--- src/rtl/pipeline_pkg.sv ---
// Shared pipeline encodings: result-source codes, forwarding selects and
// the hazard-unit FSM state type.
package pipeline_pkg;

    localparam logic [1:0] RESULT_ALU = 2'b00;
    localparam logic [1:0] RESULT_MEM = 2'b01;
    localparam logic [1:0] RESULT_PC4 = 2'b10;

    localparam logic [1:0] FWD_RF = 2'b00;
    localparam logic [1:0] FWD_W  = 2'b01;
    localparam logic [1:0] FWD_M  = 2'b10;

    typedef enum logic {
        RUN      = 1'b0,
        MEM_WAIT = 1'b1
    } hazard_state_t;

endpackage

--- src/rtl/hazard_forward.sv ---
// Forwarding select for one execute-stage operand; the memory stage is newer
// than writeback and therefore wins when both match.
module hazard_forward
    import pipeline_pkg::*;
(
    input  logic [4:0] RsE,
    input  logic [4:0] RdM,
    input  logic [4:0] RdW,
    input  logic       RegWriteM,
    input  logic       RegWriteW,
    output logic [1:0] Forward
);

    always_comb begin
        Forward = FWD_RF;
        if (RegWriteM && (RdM != 5'd0) && (RdM == RsE)) begin
            Forward = FWD_M;
        end else if (RegWriteW && (RdW != 5'd0) && (RdW == RsE)) begin
            Forward = FWD_W;
        end
    end

endmodule

--- src/rtl/hazard_unit.sv ---
// Pipeline hazard unit: operand forwarding, load-use stalls, branch flushes and
// data-memory wait handling with timeout. Define HAZARD_PERF_EN to add the
// StallCount/FlushCount performance counters.
module hazard_unit
    import pipeline_pkg::*;
#(
    parameter int DATA_WIDTH     = 32,
    parameter int TIMEOUT_CYCLES = 255
) (
    input  logic       clk,
    input  logic       rst,
    input  logic [4:0] Rs1D,
    input  logic [4:0] Rs2D,
    input  logic [4:0] Rs1E,
    input  logic [4:0] Rs2E,
    input  logic [4:0] RdE,
    input  logic [4:0] RdM,
    input  logic [4:0] RdW,
    input  logic       RegWriteM,
    input  logic       RegWriteW,
    input  logic [1:0] ResultSrcE,
    input  logic       PCSrcE,
    input  logic       MemReqM,
    input  logic       MemReadyM,
    output logic [1:0] ForwardAE,
    output logic [1:0] ForwardBE,
    output logic       StallF,
    output logic       StallD,
    output logic       StallE,
    output logic       StallM,
    output logic       FlushD,
    output logic       FlushE,
    output logic       FlushW,
    output logic       MemTimeout
`ifdef HAZARD_PERF_EN
    ,
    output logic [DATA_WIDTH-1:0] StallCount,
    output logic [DATA_WIDTH-1:0] FlushCount
`endif
);

    localparam logic [7:0] WAIT_MAX  = 8'(TIMEOUT_CYCLES);
    localparam logic [7:0] WAIT_LAST = 8'(TIMEOUT_CYCLES - 1);

    hazard_state_t state;
    hazard_state_t state_next;
    logic [7:0]    wait_cnt;
    logic [1:0]    fwd_a;
    logic [1:0]    fwd_b;
    logic          lw_stall;
    logic          mem_hold;
    logic          timeout_exit;

    hazard_forward u_fwd_a (
        .RsE       (Rs1E),
        .RdM       (RdM),
        .RdW       (RdW),
        .RegWriteM (RegWriteM),
        .RegWriteW (RegWriteW),
        .Forward   (fwd_a)
    );

    hazard_forward u_fwd_b (
        .RsE       (Rs2E),
        .RdM       (RdM),
        .RdW       (RdW),
        .RegWriteM (RegWriteM),
        .RegWriteW (RegWriteW),
        .Forward   (fwd_b)
    );

    assign ForwardAE = rst ? FWD_RF : fwd_a;
    assign ForwardBE = rst ? FWD_RF : fwd_b;

    assign lw_stall = (ResultSrcE == RESULT_MEM) && (RdE != 5'd0) &&
                      ((Rs1D == RdE) || (Rs2D == RdE));

    assign mem_hold = ((state == RUN) && MemReqM && !MemReadyM) || (state == MEM_WAIT);

    // The counter reaches the limit on the edge that ends this MEM_WAIT cycle,
    // so the exit decision looks one count ahead.
    assign timeout_exit = (state == MEM_WAIT) && !MemReadyM && (wait_cnt >= WAIT_LAST);

    always_comb begin
        state_next = state;
        case (state)
            RUN: begin
                if (MemReqM && !MemReadyM) begin
                    state_next = MEM_WAIT;
                end
            end
            MEM_WAIT: begin
                if (MemReadyM || timeout_exit) begin
                    state_next = RUN;
                end
            end
            default: state_next = RUN;
        endcase
    end

    always_comb begin
        StallF = 1'b0;
        StallD = 1'b0;
        StallE = 1'b0;
        StallM = 1'b0;
        FlushD = 1'b0;
        FlushE = 1'b0;
        FlushW = 1'b0;
        if (rst) begin
            FlushD = 1'b1;
            FlushE = 1'b1;
            FlushW = 1'b1;
        end else if (mem_hold) begin
            StallF = 1'b1;
            StallD = 1'b1;
            StallE = 1'b1;
            StallM = 1'b1;
            FlushW = 1'b1;
        end else begin
            FlushD = PCSrcE;
            FlushE = PCSrcE | lw_stall;
            StallF = lw_stall & ~PCSrcE;
            StallD = lw_stall & ~PCSrcE;
        end
    end

    always_ff @(posedge clk) begin
        if (rst) begin
            state      <= RUN;
            wait_cnt   <= 8'd0;
            MemTimeout <= 1'b0;
        end else begin
            state <= state_next;
            if (state == RUN) begin
                wait_cnt <= 8'd0;
            end else if (wait_cnt != WAIT_MAX) begin
                wait_cnt <= wait_cnt + 8'd1;
            end
            if (timeout_exit) begin
                MemTimeout <= 1'b1;
            end
        end
    end

`ifdef HAZARD_PERF_EN
    always_ff @(posedge clk) begin
        if (rst) begin
            StallCount <= '0;
            FlushCount <= '0;
        end else begin
            StallCount <= StallCount + DATA_WIDTH'(StallF);
            FlushCount <= FlushCount + DATA_WIDTH'(FlushE);
        end
    end
`endif

endmodule

--- config.mk ---
export PLATFORM = sky130hd
export DESIGN_NAME = hazard_unit
export DESIGN_NICKNAME = d
export VERILOG_FILES = /design/src/rtl/pipeline_pkg.sv /design/src/rtl/hazard_forward.sv /design/src/rtl/hazard_unit.sv
export SDC_FILE = /design/constraint.sdc
export NUM_CORES = 1
export LEC_CHECK = 0
export CAP_MARGIN = 20
export CELL_PAD_IN_SITES_DETAIL_PLACEMENT = 0
export CELL_PAD_IN_SITES_GLOBAL_PLACEMENT = 1
export CORE_ASPECT_RATIO = 1.75
export CORE_MARGIN = 2
export CORE_UTILIZATION = 23
export CTS_CLUSTER_SIZE = 30
export DETAILED_ROUTE_END_ITERATION = 10
export HOLD_SLACK_MARGIN = 0.12
export MAX_ROUTING_LAYER = met4
export PLACE_DENSITY_LB_ADDON = 0.1
export SYNTH_ARGS = -nofsm -noshare
export SYNTH_HDL_FRONTEND = slang
export SYNTH_SLANG_ARGS = --single-unit
export TNS_END_PERCENT = 50
--- constraint.sdc ---
create_clock -name clk -period 1.75 [get_ports clk]
set_clock_uncertainty 0.15 [all_clocks]
set_input_delay 0.35 -clock clk [delete_from_list [all_inputs] [get_ports clk]]
set_output_delay 0.35 -clock clk [all_outputs]
set_load 0.005 [all_outputs]
## Yosys cells after proc, flatten, opt, wreduce, memory -nomap -nowiden

Index checks and enable logic that the tools add are counted.

- Output and inout port bits: 12
- Word-level logic and storage cells: 56
- Input bits: 44
- Flip-flop bits (word level): 10

- Add/sub/neg operators: 1
- Bitwise gates (word level): 4
- Reduce and logical (&&, ||, !) cells: 21
- Muxes and demuxes: 18
- Magnitude comparators: 1
- Eq/ne operators: 8

Operators with widths:

| kind | count |
|---|---|
| $eq 5x5->1 | 6 |
| $reduce_bool 5->1 | 3 |
| $logic_and 1x1->1 | 13 |
| $mux 1 | 13 |
| $add 8x1->8 const B | 1 |
| $ge 8x8->1 const B | 1 |
| $mux 2 | 4 |
| $ne 8x8->1 const B | 1 |
| $logic_or 1x1->1 | 3 |
| $eq 2x1->1 const B | 1 |
| $not 1->1 | 2 |
| $pmux 1 s2 | 1 |
| $reduce_or 2->1 | 1 |
| $and 1x1->1 | 1 |
| $logic_not 1->1 | 1 |
| $or 1x1->1 | 1 |

## Longest topological paths before layout

- Depth in word-level cells: 6
- Gate-level depth with buffers: 6
- Depth with buffers taken out: 5

## Cells and area by module

A second synthesis with hierarchy kept.

- Cell total of the unflattened synthesis: 124
- Area, all modules: 988.4 um2

By module, submodules not included:

| module | sequential area each (um2) | area each (um2) | cells each | instances |
|---|---|---|---|---|
| hazard_unit | 200.2 | 685.7 | 84 | 1 |
| hazard_forward | 0.0 | 151.4 | 20 | 2 |

## Least setup slack after synthesis

Ideal clock, no wire load.

- Path type: input to output
- Start point: in RdM[0]
- End point: out ForwardAE[0]
- Path slack: -169 ps
- Stages on the path: 4
- Required time: 1250 ps
- Buffers on the path: 0
- Arrival time: 1419 ps
- Path through: or4_1 > o21ai_2 > nor3_1 > nor4_2

- Cells in the longest elaborated chain, start to end: 5
- Elaborated cells between the ends (all ways): 6
- Classes of those cells: 1 x eq/ne; 2 x mux; 3 x reduce/logical

RTL lines:

| element | line | text |
|---|---|---|
| start, declared | hazard_unit.sv:17 | `input logic [4:0] RdM,` |
| $reduce_bool 5->1 | hazard_forward.sv:16 | `if (RegWriteM && (RdM != 5'd0) && (RdM == RsE)) begin` |
| $logic_and 1x1->1 | hazard_forward.sv:16 |  |
| $logic_and 1x1->1 (*) | hazard_forward.sv:16 |  |
| $mux 2 (*) | hazard_forward.sv:16 |  |
| $mux 2 (*) | hazard_unit.sv:72 | `assign ForwardAE = rst ? FWD_RF : fwd_a;` |
| end, declared | hazard_unit.sv:25 | `output logic [1:0] ForwardAE,` |

Every way passes the cells marked *; elsewhere a longest branch is shown, timed or not.

## Worst setup path in the final report

- Start point: in RdM[4]
- End point: out ForwardAE[0]

Same word-level chain as after synthesis.

==> flow_metrics.env <==
export IMPL_insertion_delay_ps=230
export IMPL_violations="setup timing"
export IMPL_outcome="finished with violations"
export IMPL_finalCriticalPeriod_ps=2170
export IMPL_worstHoldStart="MemReadyM"
export IMPL_fp_dieH_um=88.2
export IMPL_yosysSeqAreaShare=0.215
export IMPL_rsz0062_at_grt="yes"
export IMPL_synth_area_um2=932
export IMPL_yosysTopAreaCell="dfxtp_1"
export IMPL_p_per_area_mw_per_mm2=461
export IMPL_synthArstFlopShare=0
export IMPL_portBuffers=55
export IMPL_setup_violations=7
export IMPL_hold_depth=3
export IMPL_row_count=30
export IMPL_synth_edf_count=0
export IMPL_met1_usage=0.127
export IMPL_dp_slack_ps=-1140
export IMPL_critPathRequiredTime_ps=1250
export IMPL_vias=1131
export IMPL_initial_core_util=0.241
export IMPL_critPathBufInv=4
export IMPL_r2r_start="wait_cnt[2]"
export IMPL_yosysMostFrequentCell="xor2_1"
export IMPL_fin_crit_sh=1.24
export IMPL_dieWidth_um=52.1
export IMPL_cap_violations=0
export IMPL_firstDrtPassIters=4
export IMPL_tightest_slew_ps=301
export IMPL_wl_per_cell_um=12.3
export IMPL_met3_usage=0.0304
export IMPL_cts_buffer_depth=2
export IMPL_synth_fp_nets=163
export IMPL_critPathLaunchType="input pin"
export IMPL_hold_path_class="input pin to register"
export IMPL_path_cells="buf_6, or4_4, o21ai_4, buf_6, buf_12, nor3_4, nor4_4, buf_2"
export IMPL_crit_path_top_delay_cell="or4_4"
export IMPL_vias_per_cell=4.60
export IMPL_path_clk_slew_ps=50
export IMPL_slew_violations=0
export IMPL_htree_levels=1
export IMPL_dp_cells=238
export IMPL_grt_ovfl_total=0
export IMPL_antenna_found_initial=0
export IMPL_syn_inst=117
export IMPL_hold_viol_final=0
export IMPL_critPathArrivalTime_ps=1670
export IMPL_grt_pass1_vias=1208
export IMPL_cts_root_buffer="clkbuf_8"
export IMPL_routed_wl_um=3030
export IMPL_synth_common_cells="21 x xor2_1, 12 x xnor2_1, 10 x dfxtp_1"
export IMPL_critPathMaxStageDelay_ps=540
export IMPL_postCtsHoldBufs=0
export IMPL_timing_fmax_mhz=460
export IMPL_grt_usage=0.142
export IMPL_synth_cell_type_count=31
export IMPL_synth_seq_cells=10
export IMPL_final_nets=245
export IMPL_end_kind="output pin"
export IMPL_critical_path_depth=8
export IMPL_stdcell_count=246
export IMPL_seqCellArea_um2=201
export IMPL_syn_area_per_cell_um2=7.97
export IMPL_cts_num_sinks=10
export IMPL_diodes=0
export IMPL_cts_buffers=3
export IMPL_vdd_drop_max_v=0.000412
export IMPL_cpMostUsedCell="buf_6"
export IMPL_drc_errors=0
export IMPL_synth_top_flop_cell="dfxtp_1"
export IMPL_path_max_fanout=2
export IMPL_grt_pass1_wl_um=4860
export IMPL_area_delta_synth_final_pct=95.2
export IMPL_yosysWarnings=0
export IMPL_grt_max_degree=9
export IMPL_top_usage_layer="met2"
export IMPL_drt_iter0_drc=9
export IMPL_antenna_left=0
export IMPL_dieArea_mm2=0.00460
export IMPL_core_area_mm2=0.00387
export IMPL_place_hpwl_um=2560
export IMPL_crit_family="simple AND/OR/NAND/NOR gates"
export IMPL_p_leak_nw=0.813
export IMPL_reg2regPathDepth=4
export IMPL_cts_tree="done"
export IMPL_ios=56
export IMPL_use_met2=0.282
export IMPL_synth_area_leaders="dfxtp_1 21%, xor2_1 20%, xnor2_1 11%"
export IMPL_place_gp_congestion=0.736
export IMPL_synth_top_area_frac=0.215
export IMPL_slew_headroom=0.794
export IMPL_fillers=413
export IMPL_setup_ws_ps=-423
export IMPL_drive_gt1_frac=0.485
export IMPL_crit_type="input pin to output pin"
export IMPL_startpoint="RdM[4]"
export IMPL_multiInputGateArea_um2=831
[area by class of cell]
type                            count  share of cell area
Timing Repair Buffer               83               0.358
Inverter                            5              0.0117
Clock buffer                        4              0.0303
Tap cell                           48              0.0330
Multi-Input combinational cell     96               0.457
Sequential cell                    10               0.111
[report_power, final]
| part | internal, mW | total, mW | switching [mW] |
|---|---|---|---|
| logic | 0.182 | 0.317 | 0.135 |
| clock network | 0.198 | 0.287 | 0.0897 |
| registers | 0.231 | 0.234 | 0.00277 |
[final timing paths]
kind | end | slack (ps)
setup / recovery | ForwardAE[0] | -420
hold / removal | state | 280
setup reg to reg | MemTimeout | 230
hold reg to reg | MemTimeout | 290
[through the flow]
step | instance area (um^2) | hold WS (ps) | power (mW) | setup TNS (ps) | utilization
floorplan | 942 | 288 | 0.334 | -232 | -
global placement | 1690 | 287 | 0.530 | -9350 | 0.438
detailed placement | 1690 | 289 | 0.533 | -9450 | 0.438
CTS | 1780 | 287 | 0.829 | -1640 | 0.461
global route | 1820 | 285 | 0.885 | -1960 | 0.471
finish | 1820 | 278 | 0.839 | -1600 | 0.471
[sequential cells by signal (all words and copies together), names as in the netlist]
signal	cells
MemTimeout	1
wait_cnt	8
state	1
[cell families (layout without fill, tap and decap cells)]
family,count (synthesis),in the layout,synth area share
flip-flops,10,10,0.215
AO/OA/AOI/OAI,20,20,0.137
AND/OR/NAND/NOR,41,41,0.259
buffers and inverters,11,92,0.0523
adder cells (fa/ha/maj),2,2,0.0268
XOR/XNOR,33,33,0.310
[worst register-to-register path: stages (launching register included)]
cell,delay [ps]
dfxtp_1,390
and3_1,280
nand2_1,130
or3_1,360
a21oi_1,140
[cells in the final DEF (no fill, tap or decap), types with 2 or more instances in the layout]
| cell | Yosys | routed |
|---|---|---|
| a211oi_1 | 2 | 2 |
| a21oi_1 | 5 | 3 |
| a21oi_2 | 0 | 2 |
| a31oi_1 | 4 | 4 |
| and3_1 | 3 | 3 |
| buf_2 | 0 | 19 |
| buf_4 | 2 | 27 |
| buf_6 | 0 | 9 |
| clkbuf_2 | 0 | 7 |
| clkbuf_8 | 0 | 4 |
| clkdlybuf4s15_1 | 0 | 7 |
| clkdlybuf4s50_1 | 0 | 2 |
| dfxtp_1 | 10 | 9 |
| dlygate4sd2_1 | 0 | 9 |
| ha_1 | 2 | 2 |
| inv_1 | 5 | 3 |
| nand2_1 | 4 | 3 |
| nand2b_1 | 2 | 2 |
| nand3_1 | 5 | 4 |
| nor2_1 | 6 | 6 |
| nor2b_4 | 0 | 2 |
| nor3_1 | 6 | 3 |
| nor3_4 | 0 | 2 |
| nor4_4 | 0 | 2 |
| o21ai_4 | 0 | 2 |
| o31ai_2 | 0 | 2 |
| or4_4 | 0 | 5 |
| xnor2_1 | 12 | 11 |
| xor2_1 | 21 | 21 |
[routing by layer]
layer,vias up,routed length (um),part of all wire
met5,-,0,0
met4,0,24,0.0079
met3,2,223,0.074
met2,37,1820,0.60
met1,519,960,0.32
li1,573,-,-
[timing repair]
action | 4_1_cts | 5_1_grt
endpoints found under the setup margin | 11 | 10
resized for setup | 169 | 36
setup buffers | 3 | 2
pin swaps | 30 | 12
Power figures use the tool's default switching activity.
